$ cat src/rtl/reg_list_sequencer_pkg.sv
// Shared constants and state encoding for the LDM/STM register-list sequencer.
package reg_list_sequencer_pkg;

  localparam int REGS = 16;  // one bit per architectural register
  localparam int IDXW = 4;   // clog2(REGS)
  localparam int OFFW = 7;   // holds (REGS-1)*4 = 60
  localparam int CNTW = 5;   // reaches 16 after a full list without wrapping

  typedef enum logic [1:0] {
    ST_IDLE = 2'd0,
    ST_RUN  = 2'd1,
    ST_DONE = 2'd2
  } state_t;

endpackage

$ cat src/rtl/reg_list_sequencer_lsb.sv
// Lowest-set-bit priority encoder: index of the lowest 1 in vec, plus an any flag.
module lsb_priority_encoder
  import reg_list_sequencer_pkg::*;
(
  input  logic [REGS-1:0] vec,
  output logic [IDXW-1:0] idx,
  output logic            any
);

  always_comb begin
    // NOTE: every always_comb output gets a default first so no path leaves it
    // unassigned, which is what would otherwise infer a latch.
    idx = '0;
    any = |vec;
    // Scan high to low so the lowest set bit is the final write that sticks.
    for (int i = REGS - 1; i >= 0; i--) begin
      if (vec[i]) idx = IDXW'(i);
    end
  end

endmodule

$ cat src/rtl/reg_list_sequencer.sv
// Emits the lowest pending register of an LDM/STM list once per cycle, with a
// one-hot register-file write strobe and the byte offset from the base address.
module reg_list_sequencer
  import reg_list_sequencer_pkg::*;
(
  input  logic            clk,
  input  logic            reset,
  input  logic            start,
  input  logic [REGS-1:0] reg_list,
  input  logic            stall,
  output logic            ready,
  output logic            valid,
  output logic [IDXW-1:0] reg_num,
  output logic [REGS-1:0] reg_we,
  output logic [OFFW-1:0] offset,
  output logic            last,
  output logic            done
);

  state_t            state_q, state_d;
  logic [REGS-1:0]   pending_q;
  logic [CNTW-1:0]   count_q;
  logic [IDXW-1:0]   enc_idx;
  logic              enc_any;
  logic              xfer;

  lsb_priority_encoder u_enc (
    .vec (pending_q),
    .idx (enc_idx),
    .any (enc_any)
  );

  // Pending is always zero outside RUN, so reg_num reads 0 there.
  assign ready   = (state_q == ST_IDLE);
  assign valid   = (state_q == ST_RUN) && enc_any;
  assign reg_num = enc_idx;
  assign offset  = OFFW'({count_q, 2'b00});
  assign last    = valid && ((pending_q & (pending_q - 1'b1)) == '0);
  assign done    = (state_q == ST_DONE);
  assign xfer    = valid && !stall;
  assign reg_we  = xfer ? (REGS'(1) << reg_num) : '0;

  always_comb begin
    state_d = state_q;
    unique case (state_q)
      ST_IDLE: if (start) state_d = (reg_list != '0) ? ST_RUN : ST_DONE;
      ST_RUN:  if (xfer && last) state_d = ST_DONE;
      ST_DONE: state_d = ST_IDLE;
      default: state_d = ST_IDLE;
    endcase
  end

  always_ff @(posedge clk) begin
    // NOTE: registered state uses non-blocking assignments so every flop
    // samples the pre-edge values, independent of statement order.
    if (reset) begin
      state_q   <= ST_IDLE;
      pending_q <= '0;
      count_q   <= '0;
    end else begin
      state_q <= state_d;
      if (state_q == ST_IDLE && start) begin
        pending_q <= reg_list;
        count_q   <= '0;
      end else if (xfer) begin
        pending_q <= pending_q & (pending_q - 1'b1);
        count_q   <= count_q + 1'b1;
      end
    end
  end

endmodule
$ cat config.mk
export PLATFORM = sky130hd
export DESIGN_NAME = reg_list_sequencer
export DESIGN_NICKNAME = d
export VERILOG_FILES = /design/src/rtl/reg_list_sequencer_pkg.sv /design/src/rtl/reg_list_sequencer_lsb.sv /design/src/rtl/reg_list_sequencer.sv
export SDC_FILE = /design/constraint.sdc
export NUM_CORES = 1
export LEC_CHECK = 0
export ABC_CLOCK_PERIOD_IN_PS = 2450
export CORE_MARGIN = 5
export CORE_UTILIZATION = 42
export DETAILED_ROUTE_END_ITERATION = 12
export PLACE_DENSITY = 0.84
export SKIP_CTS_REPAIR_TIMING = 1
export SLEW_MARGIN = 20
export SYNTH_ARGS = -nofsm -noshare
export SYNTH_HDL_FRONTEND = slang
export SYNTH_SLANG_ARGS = --single-unit
$ cat constraint.sdc
create_clock -name clk -period 2.45 [get_ports clk]
set_input_delay 0.3675 -clock clk [delete_from_list [all_inputs] [get_ports clk]]
set_output_delay 0.3675 -clock clk [all_outputs]
set_load 0.1 [all_outputs]
* Yosys cells after proc, flatten, opt, wreduce, memory -nomap -nowiden *
Index checks and enable logic that the tools add are counted.

storage, ports and cells
  flip-flop bits (word level) = 23
  bits in latches = 0
  memory bits (writable) = 0
  bits in read-only memories = 0
  memories kept = 0

cells by class
  add/subtract/negate cells = 2
  $mul = 0
  div/mod/pow operators = 0
  magnitude comparators = 0
  equal/unequal tests = 4
  shift-type cells = 1
  multiplexer cells = 23
  bitwise operators = 1
  reduce and logical (&&, ||, !) cells = 13

operators by type and width
  kind                                                                    number
  4-bit two-way mux                                                       16
  16-bit two-way mux                                                      3
  16-bit AND                                                              1
  16-bit logical NOT                                                      1
  16-bit nonzero test                                                     1
  16-bit OR reduction                                                     1
  1-bit by 4-bit left shift with 16-bit output (first input constant)     1
  16-bit by 1-bit subtractor with 16-bit output (second input constant)   1
  2-bit two-way mux                                                       3
  5-bit by 1-bit adder with 5-bit output (second input constant)          1
  1-bit logical AND                                                       5
  2-bit case mux with 2 select lines                                      1
  2-bit by 1-bit equality test with 1-bit output (second input constant)  1
  2-bit equality test (second input constant)                             1
  2-bit logical NOT                                                       1
  2-bit by 1-bit != test with 1-bit output (second input constant)        1
  2-bit != test (second input constant)                                   1
  2-bit AND reduction                                                     1
  2-bit nonzero test                                                      1
  2-bit OR reduction                                                      1
  1-bit logical NOT                                                       1

* Logic depth before layout (Yosys ltp) *
Gate-level depths: netlist of the first run.

  depth after elaboration = 18
  depth in mapped cells = 9

* Modules after synthesis *
Synthesis of the first run repeated with hierarchy kept, for this count alone.

second synthesis, totals
  cells, all modules = 220
  area total of the unflattened synthesis = 1535.2 µm²

modules (own cells, without submodules)
  module                instances  cells each  area each (µm²)  sequential area each (µm²)
  reg_list_sequencer    1          186         1358.8           460.4
  lsb_priority_encoder  1          34          176.4            0.0

* Worst setup path before layout of the first run *
Ideal clock, no wire load.

  kind = register to output
  from = register pending_q[14]
  to = output port reg_we[5]
  data arrival time = 5828 ps
  required time = 2082 ps
  path slack = -3745 ps
  cell stages (with the launch flop) = 7
  buffers on the path = 0
  cell sequence = dfxtp_1 -> nand2b_1 -> a21oi_1 -> o21bai_1 -> a211o_1 -> a221oi_1 -> nor3b_1

between the ends
  cells in the longest elaborated chain, start to end = 17

RTL lines
  item                                          line                          source
  start, declared                               reg_list_sequencer.sv:21      logic [REGS-1:0] pending_q;
  start signal, assigned                        reg_list_sequencer.sv:63      pending_q <= reg_list;
  start signal, assigned                        reg_list_sequencer.sv:66      pending_q <= pending_q & (pending_q - 1'b1);
  4-bit two-way mux (15 in a row)               reg_list_sequencer_lsb.sv:17  if (vec[i]) idx = IDXW'(i);
  named net reg_num[0]                          reg_list_sequencer.sv:13      output logic [IDXW-1:0] reg_num,
  1-bit by 4-bit left shift with 16-bit output  reg_list_sequencer.sv:41      assign reg_we = xfer ? (REGS'(1) << reg_num) : '0;
  16-bit two-way mux                            reg_list_sequencer.sv:41
  end, declared                                 reg_list_sequencer.sv:14      output logic [REGS-1:0] reg_we,

The timed path passes the listed nets, and every way through them passes these cells.

* Worst setup path after layout of the first run *
  from = register pending_q[0]
  to = output port last

between the ends
  cells in the longest elaborated chain, start to end = 4

RTL lines
  item                                           line                      source
  16-bit by 1-bit subtractor with 16-bit output  reg_list_sequencer.sv:38  assign last = valid && ((pending_q & (pending_q - 1'b1)) == '0);
  16-bit AND                                     reg_list_sequencer.sv:38
  16-bit logical NOT                             reg_list_sequencer.sv:38
  1-bit logical AND *                            reg_list_sequencer.sv:38
  end, declared                                  reg_list_sequencer.sv:16  output logic last,

Every way passes the cells marked *; elsewhere a longest branch is shown, timed or not.

==> impl_metrics.tcl, run 1 <==
set metrics [dict create \
    run_status "finished, violations left" \
    failed_checks "negative setup slack" \
    ctsRootBufferMaster "sky130_fd_sc_hd__clkbuf_8" \
    place.gp.congestion 0.994 \
    worst_pin_slew_ns 0.559 \
    tritoncts "built" \
    synth-async-reset-ratio_pct 0 \
    clk-insertion-delay-late_ns 0.27 \
    finalHoldViolations 0 \
    fin_skew_ns 0.00548 \
    dr_total_vias 2050 \
    worst_ir_drop_vdd_mv 0.359 \
    floorplan.die_area_sq_mm 0.00531 \
    ff_latch_area_sq_um 473 \
    avgViaCountPerCell 6.08 \
    buffer_ports.inserted 48 \
    crit-reg2reg-capture "pending_q[11]" \
    design.final.nets 311 \
    clock_sinks 23 \
    dp.final_hpwl_microns 4290 \
    drt-wirelength-per-cell_microns 19.6 \
    whs_endpoint "count_q[4]" \
    drt_pass_1_iters 5 \
    leakage_uw 0.00118 \
    synth_area_leader_cell "sky130_fd_sc_hd__dfxtp_1" \
    first_global_vias 1889 \
    clkSlewWorstSetupHoldPaths_ns 0.08 \
    postSynth.topFlopCell "sky130_fd_sc_hd__dfxtp_1" \
    netlist.area_leader.share_pct 27.7 \
    synth.area.top_cells "sky130_fd_sc_hd__dfxtp_1 (28%), sky130_fd_sc_hd__a21oi_1 (6.0%), sky130_fd_sc_hd__nor2_1 (5.0%)" \
    postSynthRegisterBits 23 \
    finalCritPeriodShare_pct 113 \
    finish.cell_count_without_fillers 337 \
    grt_antenna_before_repair 0 \
    multiInputGateArea_sq_mm 0.00138 \
    required_time_of_the_critical_path_ns 2.08 \
    drt-initial-drc-count 283 \
    edff_count_synth 0 \
    seq_area_frac_synth_pct 27.7 \
    drc 0 \
    die_h_microns 72.9 \
    number_of_cells_on_the_worst_reg_to_reg_path 9 \
    std_cell_rows 22 \
    synth_warnings 0 \
    max_slew_margin_pct 62.5 \
    fp.dieW_microns 72.9 \
    antenna_cells 0 \
    flow.area_growth_from_synthesis_pct 80.2 \
    grt_setup_unrepaired "yes" \
    critPathMaxFanout 8 \
    antenna_left 0 \
    routed_wirelength_microns 6590 \
    drv_slew 0 \
    area_of_the_placeable_core_sq_mm 0.00374 \
    timing_worst_setup_path_type "flop to output pin" \
    hold_start "count_q[4]" \
    setup_viol 16 \
    floorplan.io_pins 51 \
    min_delay_path_depth 2 \
    synth.cell_area_sq_mm 0.00166 \
    maximum_number_of_pins_on_one_net_before_global_route_repair 23 \
    worst_setup_path_end_kind "output pin" \
    clock_tree.htree_level_count 1 \
    place_inst 326 \
    critPathArrivalTime_ns 2.41 \
    min_path_type "flop to flop" \
    floorplan.initialDensity_pct 44.4 \
    worst_slack_ns -0.328 \
    power_density_mw_per_mm2 625 \
    drv.max_cap_violation_count 0 \
    grt_first_pass_wirelength_microns 8910 \
    synth.lib_cells_used.distinct 59 \
    final_critical_path_time_including_i_o_delays_and_setup_ns 2.78 \
    grt_util_all_layers_pct 21.0 \
    max_freq_mhz 360 \
    tritoncts.num_buffers 3 \
    syn_area_per_cell_sq_um 7.91 \
    ctsLongestPathBuffers 2 \
    total_power_uw 1870 \
    finalCoreUtilization_pct 80.0 \
    cp-start-kind "flop" \
    netlist_instances 210 \
    final_layout_size_suffix_gt1_share_pct 46.0 \
    filler_cell_count 239 \
    r2r_setup_slack_ns -0.03 \
    grt_remaining_overflow 0 \
    reg2reg_from "pending_q[0]" \
]
-- worst max path at each step --
stage / start / to / slack (ns) / depth (start not counted)
after floorplan: pending_q[1] / reg_we[12] / -2.41 / 9
after global routing: pending_q[0] / last / -0.44 / 7
final: pending_q[0] / last / -0.33 / 7
after detailed placement: pending_q[2] / reg_we[12] / -0.1 / 7
after CTS: pending_q[7] / last / -0.41 / 7
after global placement: pending_q[2] / reg_we[12] / -0.03 / 7
-- logic make-up (layout without fill, tap and decap cells) --
group / Yosys count / in the layout / share of synthesized area (%)
DFF: 23 / 23 / 27.7
buffers and inverters: 22 / 100 / 7.60
xor gates and xnor gates: 4 / 4 / 2.11
and+or+nand+nor: 95 / 95 / 34.1
other: 1 / 2 / 0.226
muxes: 5 / 5 / 3.01
adders and majority gates: 2 / 2 / 1.36
AOI/OAI and AO/OA: 58 / 58 / 23.9
-- worst max-delay path, stage by stage, from the launching register on --
cell and delay [ns]:
sky130_fd_sc_hd__dfxtp_2 0.33, sky130_fd_sc_hd__buf_4 0.17, sky130_fd_sc_hd__nor4_2 0.37, sky130_fd_sc_hd__nand2_1 0.20
sky130_fd_sc_hd__a2111oi_1 0.45, sky130_fd_sc_hd__or3_1 0.24, sky130_fd_sc_hd__and3_4 0.21, sky130_fd_sc_hd__buf_12 0.17
-- flip-flops by register name, indices dropped and copies added (netlist names) --
register   count
count_q        5
pending_q     16
state_q        2
-- cell usage in the layout (no fill, tap or decap), types with 7 or more instances in the layout --
| cell type | instances |
|---|---|
| sky130_fd_sc_hd__a21oi_1 | 16 |
| sky130_fd_sc_hd__dfxtp_2 | 7 |
| sky130_fd_sc_hd__dfxtp_1 | 15 |
| sky130_fd_sc_hd__buf_4 | 46 |
| sky130_fd_sc_hd__nor3_4 | 9 |
| sky130_fd_sc_hd__o21ai_1 | 9 |
| sky130_fd_sc_hd__buf_12 | 22 |
| sky130_fd_sc_hd__clkdlybuf4s50_1 | 19 |
| sky130_fd_sc_hd__nand2_1 | 14 |
| sky130_fd_sc_hd__nor2_1 | 19 |
-- power breakdown --
part / internal, uW / switching [uW]
Clock: 114 / 127
Combinational: 470 / 721
Sequential: 401 / 38.1
Total: 985 / 885
-- Yosys cell counts, types with 4 or more instances --
cell type                   n
sky130_fd_sc_hd__dfxtp_1   23
sky130_fd_sc_hd__nor2_1    22
sky130_fd_sc_hd__a21oi_1   20
sky130_fd_sc_hd__nand2_1   14
sky130_fd_sc_hd__nor3_1    12
sky130_fd_sc_hd__nor4_1     8
sky130_fd_sc_hd__o21ai_1    8
sky130_fd_sc_hd__buf_2      5
sky130_fd_sc_hd__inv_1      5
sky130_fd_sc_hd__mux2i_1    5
sky130_fd_sc_hd__nor3_2     5
sky130_fd_sc_hd__a211oi_1   4
sky130_fd_sc_hd__buf_6      4
sky130_fd_sc_hd__clkbuf_1   4
-- routing by layer --
metal  share of wire, %  global-route usage, %  vias up
li1                   -                      -      928
met5                  0                      0        -
met4                2.0                   7.17        0
met3                6.9                   3.99       17
met2                 51                   35.7      106
met1                 41                   26.5      999
-- per-stage QoR --
stage                     instance area, sq um  TNS (ns)  setup slack [ns]  hold WS, ns
after floorplan                           1830    -14.32             -2.41        0.461
after global placement                    2730   -0.0312           -0.0312        0.496
after detailed placement                  2730    -0.170           -0.0991        0.506
after CTS                                 2780     -2.92            -0.412        0.529
after global routing                      2990     -4.42            -0.439        0.555
final                                     2990     -3.34            -0.328        0.520
-- layout make-up --
cell class	instances	area share [%]
sequential	23	15.8
tap	48	2.01
clock inverter	1	0.167
inverter	6	0.836
timing repair buffer	90	33.8
clock buffer	3	1.38
multi-input combinational	166	46.0
Note: power is estimated with default switching activity, not from simulation.
==> run 2: changes to the inputs <==
--- a/config.mk
+++ b/config.mk
@@ -6,10 +6,12 @@
 export NUM_CORES = 1
 export LEC_CHECK = 0
 export ABC_CLOCK_PERIOD_IN_PS = 2450
+export CORE_ASPECT_RATIO = 0.75
 export CORE_MARGIN = 5
-export CORE_UTILIZATION = 42
+export CORE_UTILIZATION = 44
+export CTS_BUF_LIST = sky130_fd_sc_hd__clkbuf_4
 export DETAILED_ROUTE_END_ITERATION = 12
-export PLACE_DENSITY = 0.84
+export PLACE_DENSITY = 0.87
 export SKIP_CTS_REPAIR_TIMING = 1
 export SLEW_MARGIN = 20
 export SYNTH_ARGS = -nofsm -noshare
==> run 2 against run 1 <==
Net effect: the run still ends with negative setup slack left; sequential cell count unchanged; fmax down 4.7%; via count up 4.7%; combinational power up 5%; clock power down 23%; clock skew up 0.0032 ns; worst hold slack better by 0.032 ns; setup slack worse by 0.14 ns; non-clock buffer count up 6; largest cell class unchanged; largest power group unchanged; highest routed layer unchanged.
==> impl_metrics.tcl, run 2 (synthesized netlist as in run 1, its figures left out) <==
set metrics [dict create \
    holdWs_ns 0.553 \
    worst_ir_drop_vdd_mv 0.412 \
    design.final.nets 317 \
    tritoncts.num_buffers 3 \
    critPathMaxFanout 7 \
    critical_path.cell_chain "or4_4, or2_4, a31oi_4, and2_4, o21ai_4, nor3b_4, buf_12" \
    finalCritPeriodShare_pct 119 \
    floorplan.io_pins 51 \
    multiInputGateArea_sq_mm 0.00140 \
    antenna_left 0 \
    power_density_mw_per_mm2 609 \
    clkSlewWorstSetupHoldPaths_ns 0.13 \
    avgViaCountPerCell 6.19 \
    finalHoldViolations 0 \
    grt_antenna_before_repair 0 \
    critPathArrivalTime_ns 2.55 \
    ff_latch_area_sq_um 475 \
    leakage_uw 0.00121 \
    grt_remaining_overflow 0 \
    max_freq_mhz 343 \
    min_path_type "flop to flop" \
    drc 0 \
    grt_setup_unrepaired "yes" \
    max_flop_register "pending_q" \
    grt_util_all_layers_pct 21.2 \
    drt-wirelength-per-cell_microns 19.6 \
    clk-insertion-delay-late_ns 0.33 \
    dr_total_vias 2147 \
    first_global_vias 1783 \
    worst_pin_slew_ns 0.479 \
    placement.cell_area_sq_mm 0.00274 \
    failed_checks "negative setup slack" \
    cp-start-kind "flop" \
    worst_setup_path_end_kind "output pin" \
    maximum_number_of_pins_on_one_net_before_global_route_repair 23 \
    setup_viol 16 \
    drt_pass_1_iters 5 \
    antenna_cells 0 \
    final_critical_path_time_including_i_o_delays_and_setup_ns 2.92 \
    layout.cells.most_common "sky130_fd_sc_hd__buf_4" \
    ctsLongestPathBuffers 2 \
    postLayoutCellArea_sq_mm 0.00307 \
    worst_path_max_delay_cell "sky130_fd_sc_hd__or4_4" \
    buffer_ports.inserted 48 \
    floorplan.die_area_sq_mm 0.00512 \
    grt_first_pass_wirelength_microns 8650 \
    mostFrequentLayoutCells "sky130_fd_sc_hd__buf_4 (47), sky130_fd_sc_hd__buf_12 (23), sky130_fd_sc_hd__clkdlybuf4s50_1 (19)" \
    drt-initial-drc-count 204 \
    required_time_of_the_critical_path_ns 2.08 \
    worst_slack_ns -0.466 \
    drv_slew 0 \
    floorplan.initialDensity_pct 45.4 \
    max_slew_margin_pct 67.2 \
    drv.max_cap_violation_count 0 \
    clock_tree.htree_level_count 1 \
    run_status "finished, violations left" \
    layout_top_registers "pending_q x16, count_q x5, state_q x2" \
    fp.dieW_microns 81.0 \
    area_of_the_placeable_core_sq_mm 0.00366 \
    place.gp.congestion 0.927 \
    timing_worst_setup_path_type "flop to output pin" \
    filler_cell_count 203 \
    std_cell_rows 19 \
    die_h_microns 63.2 \
    final_layout_size_suffix_gt1_share_pct 47.5 \
    ctsRootBufferMaster "sky130_fd_sc_hd__clkbuf_4" \
    largest_register_ffs 16 \
    fin_skew_ns 0.00865 \
    clock_sinks 23 \
    flow.area_growth_from_synthesis_pct 85.0 \
    tritoncts "built" \
    routed_wirelength_microns 6820 \
    critical_path.max_stage_delay_ns 0.61 \
    dp.final_hpwl_microns 4320 \
]
run 2: changes by cell type in the layout (fill, tap and decap cells not counted), moves of 2 or more:
| cell | change |
|---|---|
| sky130_fd_sc_hd__buf_6 | +5 |
| sky130_fd_sc_hd__clkbuf_4 | +3 |
| sky130_fd_sc_hd__clkbuf_8 | -3 |
| sky130_fd_sc_hd__a21oi_2 | -2 |
| sky130_fd_sc_hd__a21oi_4 | +2 |
| sky130_fd_sc_hd__nor2_4 | +2 |
run 2: final timing paths:
path	to	slack, ns	depth (start not counted)	startpoint
worst max-delay path	reg_we[9]	-0.47	7	pending_q[1]
worst min-delay path	state_q[1]	0.55	1	state_q[1]
worst max register to register	pending_q[15]	0.06	9	pending_q[7]
worst min register to register	state_q[1]	0.55	1	state_q[1]
run 2: per-layer routing:
layer / GRT usage, % / vias up / part of all wire, %
met5: 0 / - / 0
li1: - / 949 / -
met1: 30.5 / 1021 / 40
met3: 4.42 / 30 / 8.6
met2: 32.7 / 147 / 48
met4: 4.01 / 0 / 3.6
run 2: through the flow:
stage                     setup slack (ns)  utilization, %  setup TNS, ns  power, uW  instances
after floorplan                      -2.41               -         -14.32       1110        211
after global placement             -0.0306            74.8        -0.0306       1430        329
after detailed placement           -0.0772            74.8         -0.160       1450        329
after CTS                           -0.462            75.6          -4.39       1640        333
after global routing                -0.523            84.0          -6.18       1950        347
final                               -0.466            84.0          -4.67       1870        347
run 2: final cells by class:
cell class | count | area share (%)
flip-flops and latches | 23 | 15.5
multi-input cells | 166 | 45.5
clock inverters | 1 | 0.163
well taps | 52 | 2.12
clock buffers | 3 | 0.733
repair buffers | 96 | 35.2
inverters | 6 | 0.814
run 2: worst max-delay path: cells and delay by family, from the launching register on:
kind / cells / cell delay (ns)
buf+inv: 1 / 0.20
flops: 1 / 0.35
simple gates: 4 / 1.38
compound gates: 2 / 0.28
run 2: report_power, final:
| group | switching (uW) | total (uW) | internal, uW |
|---|---|---|---|
| combinational | 742 | 1250 | 511 |
| sequential | 35.6 | 436 | 401 |
| clock | 122 | 184 | 61.3 |
| total | 900 | 1870 | 973 |
==> run 3: changes to the inputs <==
--- a/config.mk
+++ b/config.mk
@@ -7,7 +7,6 @@
 export LEC_CHECK = 0
 export ABC_CLOCK_PERIOD_IN_PS = 2450
 export CORE_ASPECT_RATIO = 0.75
-export CORE_MARGIN = 5
 export CORE_UTILIZATION = 44
 export CTS_BUF_LIST = sky130_fd_sc_hd__clkbuf_4
 export DETAILED_ROUTE_END_ITERATION = 12
==> run 3 against run 2 <==
Net effect: the run still ends with negative setup slack left; power shrank 0.21%; register-to-register slack lost 0.13 ns; sequential cell count is the same; clock power grew 6%; combinational power is essentially flat; non-clock buffer count shrank 7; cell count shrank 2.3%; final area shrank 1.3%; clock-buffer cell count is the same; critical endpoint is now last.
==> impl_metrics.tcl, run 3 (synthesized netlist as in run 1, its figures left out) <==
set metrics [dict create \
    clkSlewWorstSetupHoldPaths_ns 0.15 \
    area_of_the_placeable_core_sq_mm 0.00345 \
    drt-wirelength-per-cell_microns 23.1 \
    worst_setup_path_end_kind "output pin" \
    fin_skew_ns 0.0120 \
    timing_worst_setup_path_type "flop to output pin" \
    reg2reg_from "pending_q[7]" \
    run_status "finished, violations left" \
    setup_viol 20 \
    worst_slack_ns -0.748 \
    holdWs_ns 0.555 \
    buffer_ports.inserted 48 \
    worstSetupStartpoint "pending_q[2]" \
    maximum_number_of_pins_on_one_net_before_global_route_repair 23 \
    finalCritPeriodShare_pct 131 \
    required_time_of_the_critical_path_ns 2.08 \
    tritoncts.num_buffers 3 \
    drt_pass_1_iters 6 \
    drt-initial-drc-count 267 \
    drv_slew 0 \
    floorplan.initialDensity_pct 48.2 \
    avgViaCountPerCell 6.70 \
    critical_path.max_stage_delay_ns 0.72 \
    dp.final_hpwl_microns 4640 \
    power_density_mw_per_mm2 616 \
    drc 0 \
    flow.area_growth_from_synthesis_pct 82.6 \
    std_cell_rows 18 \
    critPathMaxFanout 12 \
    total_power_uw 1870 \
    worst_ir_drop_vdd_mv 0.486 \
    layout.cells.most_common "sky130_fd_sc_hd__buf_4" \
    worst_pin_slew_ns 0.701 \
    grt_util_all_layers_pct 30.4 \
    grt_first_pass_wirelength_microns 9440 \
    antenna_cells 0 \
    cp-start-kind "flop" \
    placement.cell_area_sq_mm 0.00274 \
    max_flop_register "pending_q" \
    leakage_uw 0.00118 \
    clock_sinks 23 \
    mostFrequentLayoutCells "sky130_fd_sc_hd__buf_4 (44), sky130_fd_sc_hd__buf_12 (23), sky130_fd_sc_hd__nor2_1 (19), sky130_fd_sc_hd__dfxtp_1 (19), sky130_fd_sc_hd__clkdlybuf4s50_1 (19)" \
    ctsRootBufferMaster "sky130_fd_sc_hd__clkbuf_4" \
    clock_tree.htree_level_count 1 \
    ctsLongestPathBuffers 2 \
    dr_total_vias 2272 \
    routed_wirelength_microns 7830 \
    first_global_vias 1847 \
    failed_checks "negative setup slack" \
    largest_register_ffs 16 \
    antenna_left 0 \
    worst_path_max_delay_cell "sky130_fd_sc_hd__a2111oi_0" \
    tritoncts "built" \
    postLayoutCellArea_sq_mm 0.00303 \
    fp.dieW_microns 73.0 \
    floorplan.io_pins 51 \
    critical_path.cell_chain "buf_4, nor4_2, nand2_1, a2111oi_0, or3_1, and3_4, buf_12" \
    floorplan.die_area_sq_mm 0.00403 \
    finalHoldViolations 0 \
    clk-insertion-delay-late_ns 0.33 \
    critPathArrivalTime_ns 2.83 \
    min_path_type "flop to flop" \
    drv.max_cap_violation_count 0 \
    pre_cts_ws_ns -0.295 \
    grt_antenna_before_repair 0 \
    max_freq_mhz 313 \
    place.gp.congestion 0.941 \
    layout_top_registers "pending_q x16, count_q x5, state_q x2" \
    design.final.nets 311 \
    max_slew_margin_pct 52.1 \
    hold_start "state_q[1]" \
    die_h_microns 55.2 \
    filler_cell_count 155 \
    grt_remaining_overflow 0 \
    final_critical_path_time_including_i_o_delays_and_setup_ns 3.20 \
    grt_setup_unrepaired "yes" \
    final_layout_size_suffix_gt1_share_pct 46.7 \
]
-- run 3: cell count changes in the layout (fill, tap and decap cells not counted), sizes merged --
cell | before | now
clkinvlp | 0 | 1
clkinv | 1 | 0
buf | 77 | 70
nor2 | 23 | 24
-- run 3: metrics by stage --
step,setup TNS [ns],util [%],cells
floorplan,-14.32,-,211
global placement,0,79.4,327
detailed placement,-0.389,79.4,327
CTS,-4.73,80.3,331
global route,-6.97,88.1,339
finish,-5.63,88.1,339
-- run 3: area by class of cell --
cell class	count	area, sq um	area share [%]
flip-flops and latches	23	470	15.5
clock buffers	3	22.5	0.742
clock inverters	1	7.51	0.247
inverters	6	25.0	0.825
repair buffers	89	1010	33.4
well taps	50	62.6	2.06
multi-input cells	167	1430	47.2
-- run 3: power breakdown --
part	total (uW)	switching (uW)	internal (uW)
sequential	429	29.4	400
combinational	1240	779	465
clock	195	133	62.6
-- run 3: worst max-delay path, delay by kind of cell (launching register included) --
kind / cells / cell delay, ns
compound gates: 1 / 0.72
flops: 1 / 0.35
buf+inv: 2 / 0.37
simple gates: 4 / 1.04
-- run 3: per-layer routing --
layer,vias up,GRT usage [%],part of all wire [%]
met3,66,5.47,12
met1,1052,41.7,37
met2,222,48.5,45
met5,-,0,0
li1,932,-,-
met4,0,8.68,6.1
-- run 3: worst paths after layout --
kind                            cells past startpoint  slack (ns)           end
worst max-delay path                                7       -0.75          last
worst min-delay path                                1        0.56    state_q[1]
worst max register to register                      9       -0.07  pending_q[6]
worst min register to register                      1        0.56    state_q[1]
==> RTL change 1: new RTL, settings of run 2 <==
`IDXW`: 4 -> 5.
--- a/src/rtl/reg_list_sequencer_pkg.sv
+++ b/src/rtl/reg_list_sequencer_pkg.sv
@@ -4,3 +4,3 @@
   localparam int REGS = 16;  // one bit per architectural register
-  localparam int IDXW = 4;   // clog2(REGS)
+  localparam int IDXW = 5;   // clog2(REGS)
   localparam int OFFW = 7;   // holds (REGS-1)*4 = 60
Interface: changed (resized reg_num); port bits go from 51 to 52. The function was not compared with the original's and may differ.
==> RTL change 1 against run 2 <==
The flow still finishes with violations (setup timing). Worst setup slack improved by 28 ps. First-iteration DRC count increased by 16%. Via count decreased by 6.5%. Largest power group unchanged. Cell area decreased by 2.5%. Routed wire length decreased by 4.8%. Total power decreased by 2.2%. Sequential cell count unchanged. Synthesized area increased by 0.45%.
==> RTL change 1: results (changes against run 2) <==
{| class="wikitable"
! Metric !! Value
|-
| Count of buffers inserted at the top-level ports || 48 (unchanged)
|-
| Final setup violation count || 17 (+1)
|-
| Maximum buffer depth of the clock tree || 2 (unchanged)
|-
| Crit Path Max Fanout || 5 (-2)
|-
| DRC marker count from the first detailed-route iteration || 236 (+16%)
|-
| Worst slack at placement || -56.8 ps (+20.4 ps)
|-
| Arr. time, crit path || 2520 ps (-30 ps)
|-
| Final weighted congestion in routability-driven placement || 0.897 (-3.2%)
|-
| Final standard cell count with taps included and fillers excluded || 341 (-1.7%)
|-
| Via count of the first global-routing pass || 1774 (-0.50%)
|-
| Placed Instance Area || 2760 um^2 (+0.68%)
|-
| Number of instances in the synthesized netlist || 211 (+0.48%)
|-
| Leakage power || 1.17 nW (-3.7%)
|-
| Share of synthesized area occupied by flip-flops and latches || 27.6% (-0.12 points)
|-
| Violated checks || setup timing
|-
| Number of instances on the worst hold path || 2 (+1)
|-
| Post-synth top cells || dfxtp_1 (23), nor2_1 (22), a21oi_1 (20)
|-
| GRT Resource Usage Total || 21.7% (+0.48 points)
|-
| Fin nets || 311 (-1.9%)
|-
| Root cell of the clock tree || clkbuf_4
|-
| Clk. pwr || 192 uW (+4%)
|-
| DR pass1 iterations || 7 (+2)
|-
| Status || finished with violations
|-
| Final WS setup || -438 ps (+27.9 ps)
|-
| Final worst clock skew || 2.24 ps (-6.41 ps)
|-
| Number of antenna violations at the first check in global routing || 0 (unchanged)
|-
| Total negative slack for setup checks || -4030 ps (+632 ps)
|-
| Most frequent cell after synthesis || dfxtp_1
|-
| DP HPWL || 4350 um (+0.72%)
|-
| Worst reg2reg startpoint || pending_q[7]
|-
| Placed cell count || 332 (+0.91%)
|-
| R2R Setup Slk || -20 ps (-80 ps)
|-
| Hold Path Sink || count_q[4]
|-
| Largest registers || pending_q: 16 flops, count_q: 5 flops, state_q: 2 flops
|-
| Layout cells sized above 1 || 46.0% (-1.4 points)
|-
| Terminus of the critical flop-to-flop path || pending_q[11]
|-
| Fin Hold WS || 544 ps (-8.14 ps)
|-
| Via count || 2008 (-6.5%)
|-
| Power Density || 611 nW/um^2 (+0.33%)
|-
| Relative contribution of combinational cells to total power || 65.9% (-1.0 points)
|-
| Worst Min Path Start || count_q[4]
|-
| Net switching power || 895 uW (-0.52%)
|-
| Depth of the most critical reg-to-reg path || 9 (unchanged)
|-
| YS warnings || 0 (unchanged)
|-
| Filler Cells Inserted || 217 (+6.9%)
|-
| Post-CTS clock slew at the launch and capture registers of the worst setup and hold paths || 140 ps
|-
| Worst vdd rail ir drop || 0.000407 V (-1.1%)
|-
| Wire length of the first global-routing pass || 8870 um (+2.6%)
|-
| Top post-synthesis cells by area || dfxtp_1 (28%), a21oi_1 (6.0%), nor2_1 (4.9%)
|-
| Average routed wire per standard cell || 19.0 um (-3.1%)
|}
-- RTL change 1: cell count changes after synthesis, sizes merged --
cell | before | now
buf | 12 | 13
-- RTL change 1: cells by family after synthesis --
| group | synth area share (%) |
|---|---|
| compound gates | 23.8 |
| xor+xnor | 2.10 |
| fa+ha+maj | 1.35 |
| buf+inv | 8.02 |
| flops | 27.6 |
| mux | 3.00 |
| other cells | 0.225 |
| simple gates | 34.0 |
-- RTL change 1: worst max-delay path by stage --
stage	from	endpoint	slack, ps	depth (start not counted)
detailed placement	pending_q[7]	last	-60	7
global placement	pending_q[7]	last	-2	7
finish	pending_q[3]	last	-440	7
global route	pending_q[7]	last	-510	7
floorplan	pending_q[1]	reg_we[12]	-2410	9
CTS	pending_q[7]	last	-430	7
-- RTL change 1: layout make-up --
class | instances | area (um^2) | area share (%)
Clock buffer | 3 | 22.5 | 0.751
Clock inverter | 1 | 7.51 | 0.250
Inverter | 6 | 25.0 | 0.835
Multi-Input combinational cell | 167 | 1380 | 46.1
Sequential cell | 23 | 470 | 15.7
Tap cell | 52 | 65.1 | 2.17
Timing Repair Buffer | 89 | 1030 | 34.2
-- RTL change 1: worst max-delay path, cell delays in order, from the launching register on --
cell and delay, ps:
dfxtp_2 350, or4_4 580, buf_4 170, o41ai_2 330
nand3_1 150, nor3_2 220, and3_4 230, buf_12 170
-- RTL change 1: metal layers --
layer  part of all wire (%)  track usage (%)  routed length [um]  up-vias
met5                      0                0                   0        -
met4                    2.2             2.95                 140        0
met3                    8.0             4.56                 517       22
met2                     50             36.4                3250      115
met1                     40             29.1                2580      946
li1                       -                -                   -      925
==> RTL change 2: new RTL, flow settings as in run 2 <==
Without the edit above. Reset style: asynchronous (`reset`), changed in one clocked block.
--- a/src/rtl/reg_list_sequencer.sv
+++ b/src/rtl/reg_list_sequencer.sv
@@ -52,3 +52,3 @@
 
-  always_ff @(posedge clk) begin
+  always_ff @(posedge clk or posedge reset) begin
     // NOTE: registered state uses non-blocking assignments so every flop
Formal check against the unedited RTL: differs if reset is asserted again (counterexample within 4 cycles, from zero or initial values and one cycle with reset high); with reset held inactive, the same outputs for 4 cycles.
==> RTL change 2 against run 2 <==
The run still ends with setup timing left. Routed wire length rose by 5.6%. Cell area fell by 1.6%. Sequential cell count did not move. Synthesized area barely moved. Clock skew fell by 1.4 ps. Worst setup slack improved by 160 ps. Critical path type unchanged.
Power is left out: the tool's default activity adds up to more than one toggle a clock period on the data nets, which glitch-free logic cannot reach.
==> RTL change 2: results (changes against run 2) <==
{| class="wikitable"
! Metric !! Value
|-
| Status || finished with violations
|-
| Violated checks || setup timing
|-
| DP HPWL || 4500 um (+4.3%)
|-
| H-tree depth reported by CTS || 1 (unchanged)
|-
| Largest registers || pending_q: 16 flops, count_q: 5 flops, state_q: 2 flops
|-
| Aggregate global routing overflow || 0 (unchanged)
|-
| Antenna Violating Nets Remaining || 0 (unchanged)
|-
| TritonCTS Buffers || 3 (unchanged)
|-
| Arr. time, crit path || 2390 ps (-160 ps)
|-
| Via count of the first global-routing pass || 1773 (-0.56%)
|-
| Final worst clock skew || 7.21 ps (-1.44 ps)
|-
| Average routed wire per standard cell || 21.2 um (+7.8%)
|-
| Maximum number of pins on one net before global-route repair || 26 (+13%)
|-
| Maximum buffer depth of the clock tree || 2 (unchanged)
|-
| Max-slew headroom || 66.5% (-0.76 points)
|-
| Share of synthesized area occupied by flip-flops and latches || 34.6% (+6.9 points)
|-
| CP max stage cell || or4_4
|-
| Area share of the largest cell type after synthesis || 34.6% (+6.9 points)
|-
| GRT Resource Usage Total || 22.6% (+1.3 points)
|-
| Crit Path Max Fanout || 4 (-3)
|-
| Class of the tightest hold or removal check || input port to asynchronous set/reset pin
|-
| Maximum single-stage delay on the critical path || 630 ps (+20 ps)
|-
| Worst slack at placement || 16.3 ps (+93.5 ps)
|-
| Root cell of the clock tree || clkbuf_4
|-
| Final setup violation count || 15 (-1)
|-
| Top post-synthesis cells by area || dfrtp_1 (35%), nor2_1 (9.0%), nand2_1 (4.7%)
|-
| Met1 capacity usage during global routing || 32.0% (+1.5 points)
|-
| Post-CTS clock slew at the launch and capture registers of the worst setup and hold paths || 130 ps (about the same)
|-
| Post-synth top cells || nor2_1 (40), dfrtp_1 (23), nand2_1 (21)
|-
| Most frequent cell after synthesis || nor2_1
|-
| Skew-Pair Late Insertion Delay || 330 ps (about the same)
|-
| Final weighted congestion in routability-driven placement || 0.912 (-1.6%)
|-
| Routing usage on met3 || 3.85% (-0.57 points)
|-
| DR pass1 iterations || 5 (unchanged)
|-
| Pins over their slew limit || 0 (unchanged)
|-
| YS warnings || 0 (unchanged)
|-
| Antenna cells || 0 (unchanged)
|-
| Unique cell type count in the Yosys netlist || 55 (-6.8%)
|-
| Number of antenna violations at the first check in global routing || 0 (unchanged)
|-
| Depth of the most critical reg-to-reg path || 7 (-2)
|-
| Fin nets || 310 (-2.2%)
|-
| Met2 demand-to-capacity share in global routing || 35.8% (+3.1 points)
|-
| Fraction of synthesis flops using an asynchronous set or reset pin || 100% (+100 points)
|-
| Layout cells sized above 1 || 46.2% (-1.3 points)
|-
| Final WS setup || -311 ps (+155 ps)
|-
| Filler Cells Inserted || 198 (-2.5%)
|-
| DRC marker count from the first detailed-route iteration || 245 (+20%)
|-
| Wire length of the first global-routing pass || 9050 um (+4.7%)
|-
| Count of buffers inserted at the top-level ports || 48 (unchanged)
|-
| Vias/cell || 6.27 (+1.4%)
|}
==> RTL change 2: per-layer routing <==
| layer | up-vias | wire length, um |
|---|---|---|
| met2 | 169 | 3380 |
| li1 | 908 | - |
| met4 | 0 | 291 |
| met3 | 34 | 653 |
| met5 | - | 0 |
| met1 | 1022 | 2870 |
==> RTL change 2: worst max-delay path, delay by kind of cell, from the launching register on <==
kind	cells	cell delay (ps)
and+or+nand+nor	3	1120
buffers and inverters	1	180
AOI/OAI and AO/OA	2	260
DFF	1	500
==> RTL change 2: cell families after synthesis <==
kind of cell	count (synthesis)	synth area share, %
buf+inv	20	5.94
fa+ha+maj	4	2.56
flops	23	34.6
xor+xnor	3	1.58
mux	2	1.20
compound gates	50	22.0
other cells	1	0.226
simple gates	101	31.9
==> RTL change 2: final cells by class <==
class | instances | area, um^2 | share of cell area (%)
Clock inverter | 1 | 5.00 | 0.165
Clock buffer | 3 | 22.5 | 0.745
Tap cell | 52 | 65.1 | 2.15
Timing Repair Buffer | 90 | 1010 | 33.5
Multi-Input combinational cell | 162 | 1290 | 42.8
Sequential cell | 23 | 587 | 19.4
Inverter | 9 | 36.3 | 1.20
==> RTL change 2: stage by stage <==
stage	cells	instance area (um^2)	hold slack (ps)	utilization, %	setup TNS (ps)
final	340	3020	394	82.6	-3090
after global routing	340	3020	412	82.6	-4150
after CTS	325	2760	398	75.5	-4070
after detailed placement	321	2740	488	74.7	0
after global placement	321	2740	480	74.7	0
after floorplan	205	1850	369	-	-2120
==> RTL change 2: final timing paths <==
kind / from / endpoint / slack, ps
setup reg to reg: pending_q[10] / pending_q[13] / 260
setup / recovery: pending_q[0] / last / -310
hold / removal: reset / state_q[0] / 390
max in group asynchronous: reset / pending_q[2] / 1790
min in group clk: pending_q[13] / pending_q[13] / 570
hold reg to reg: pending_q[13] / pending_q[13] / 570
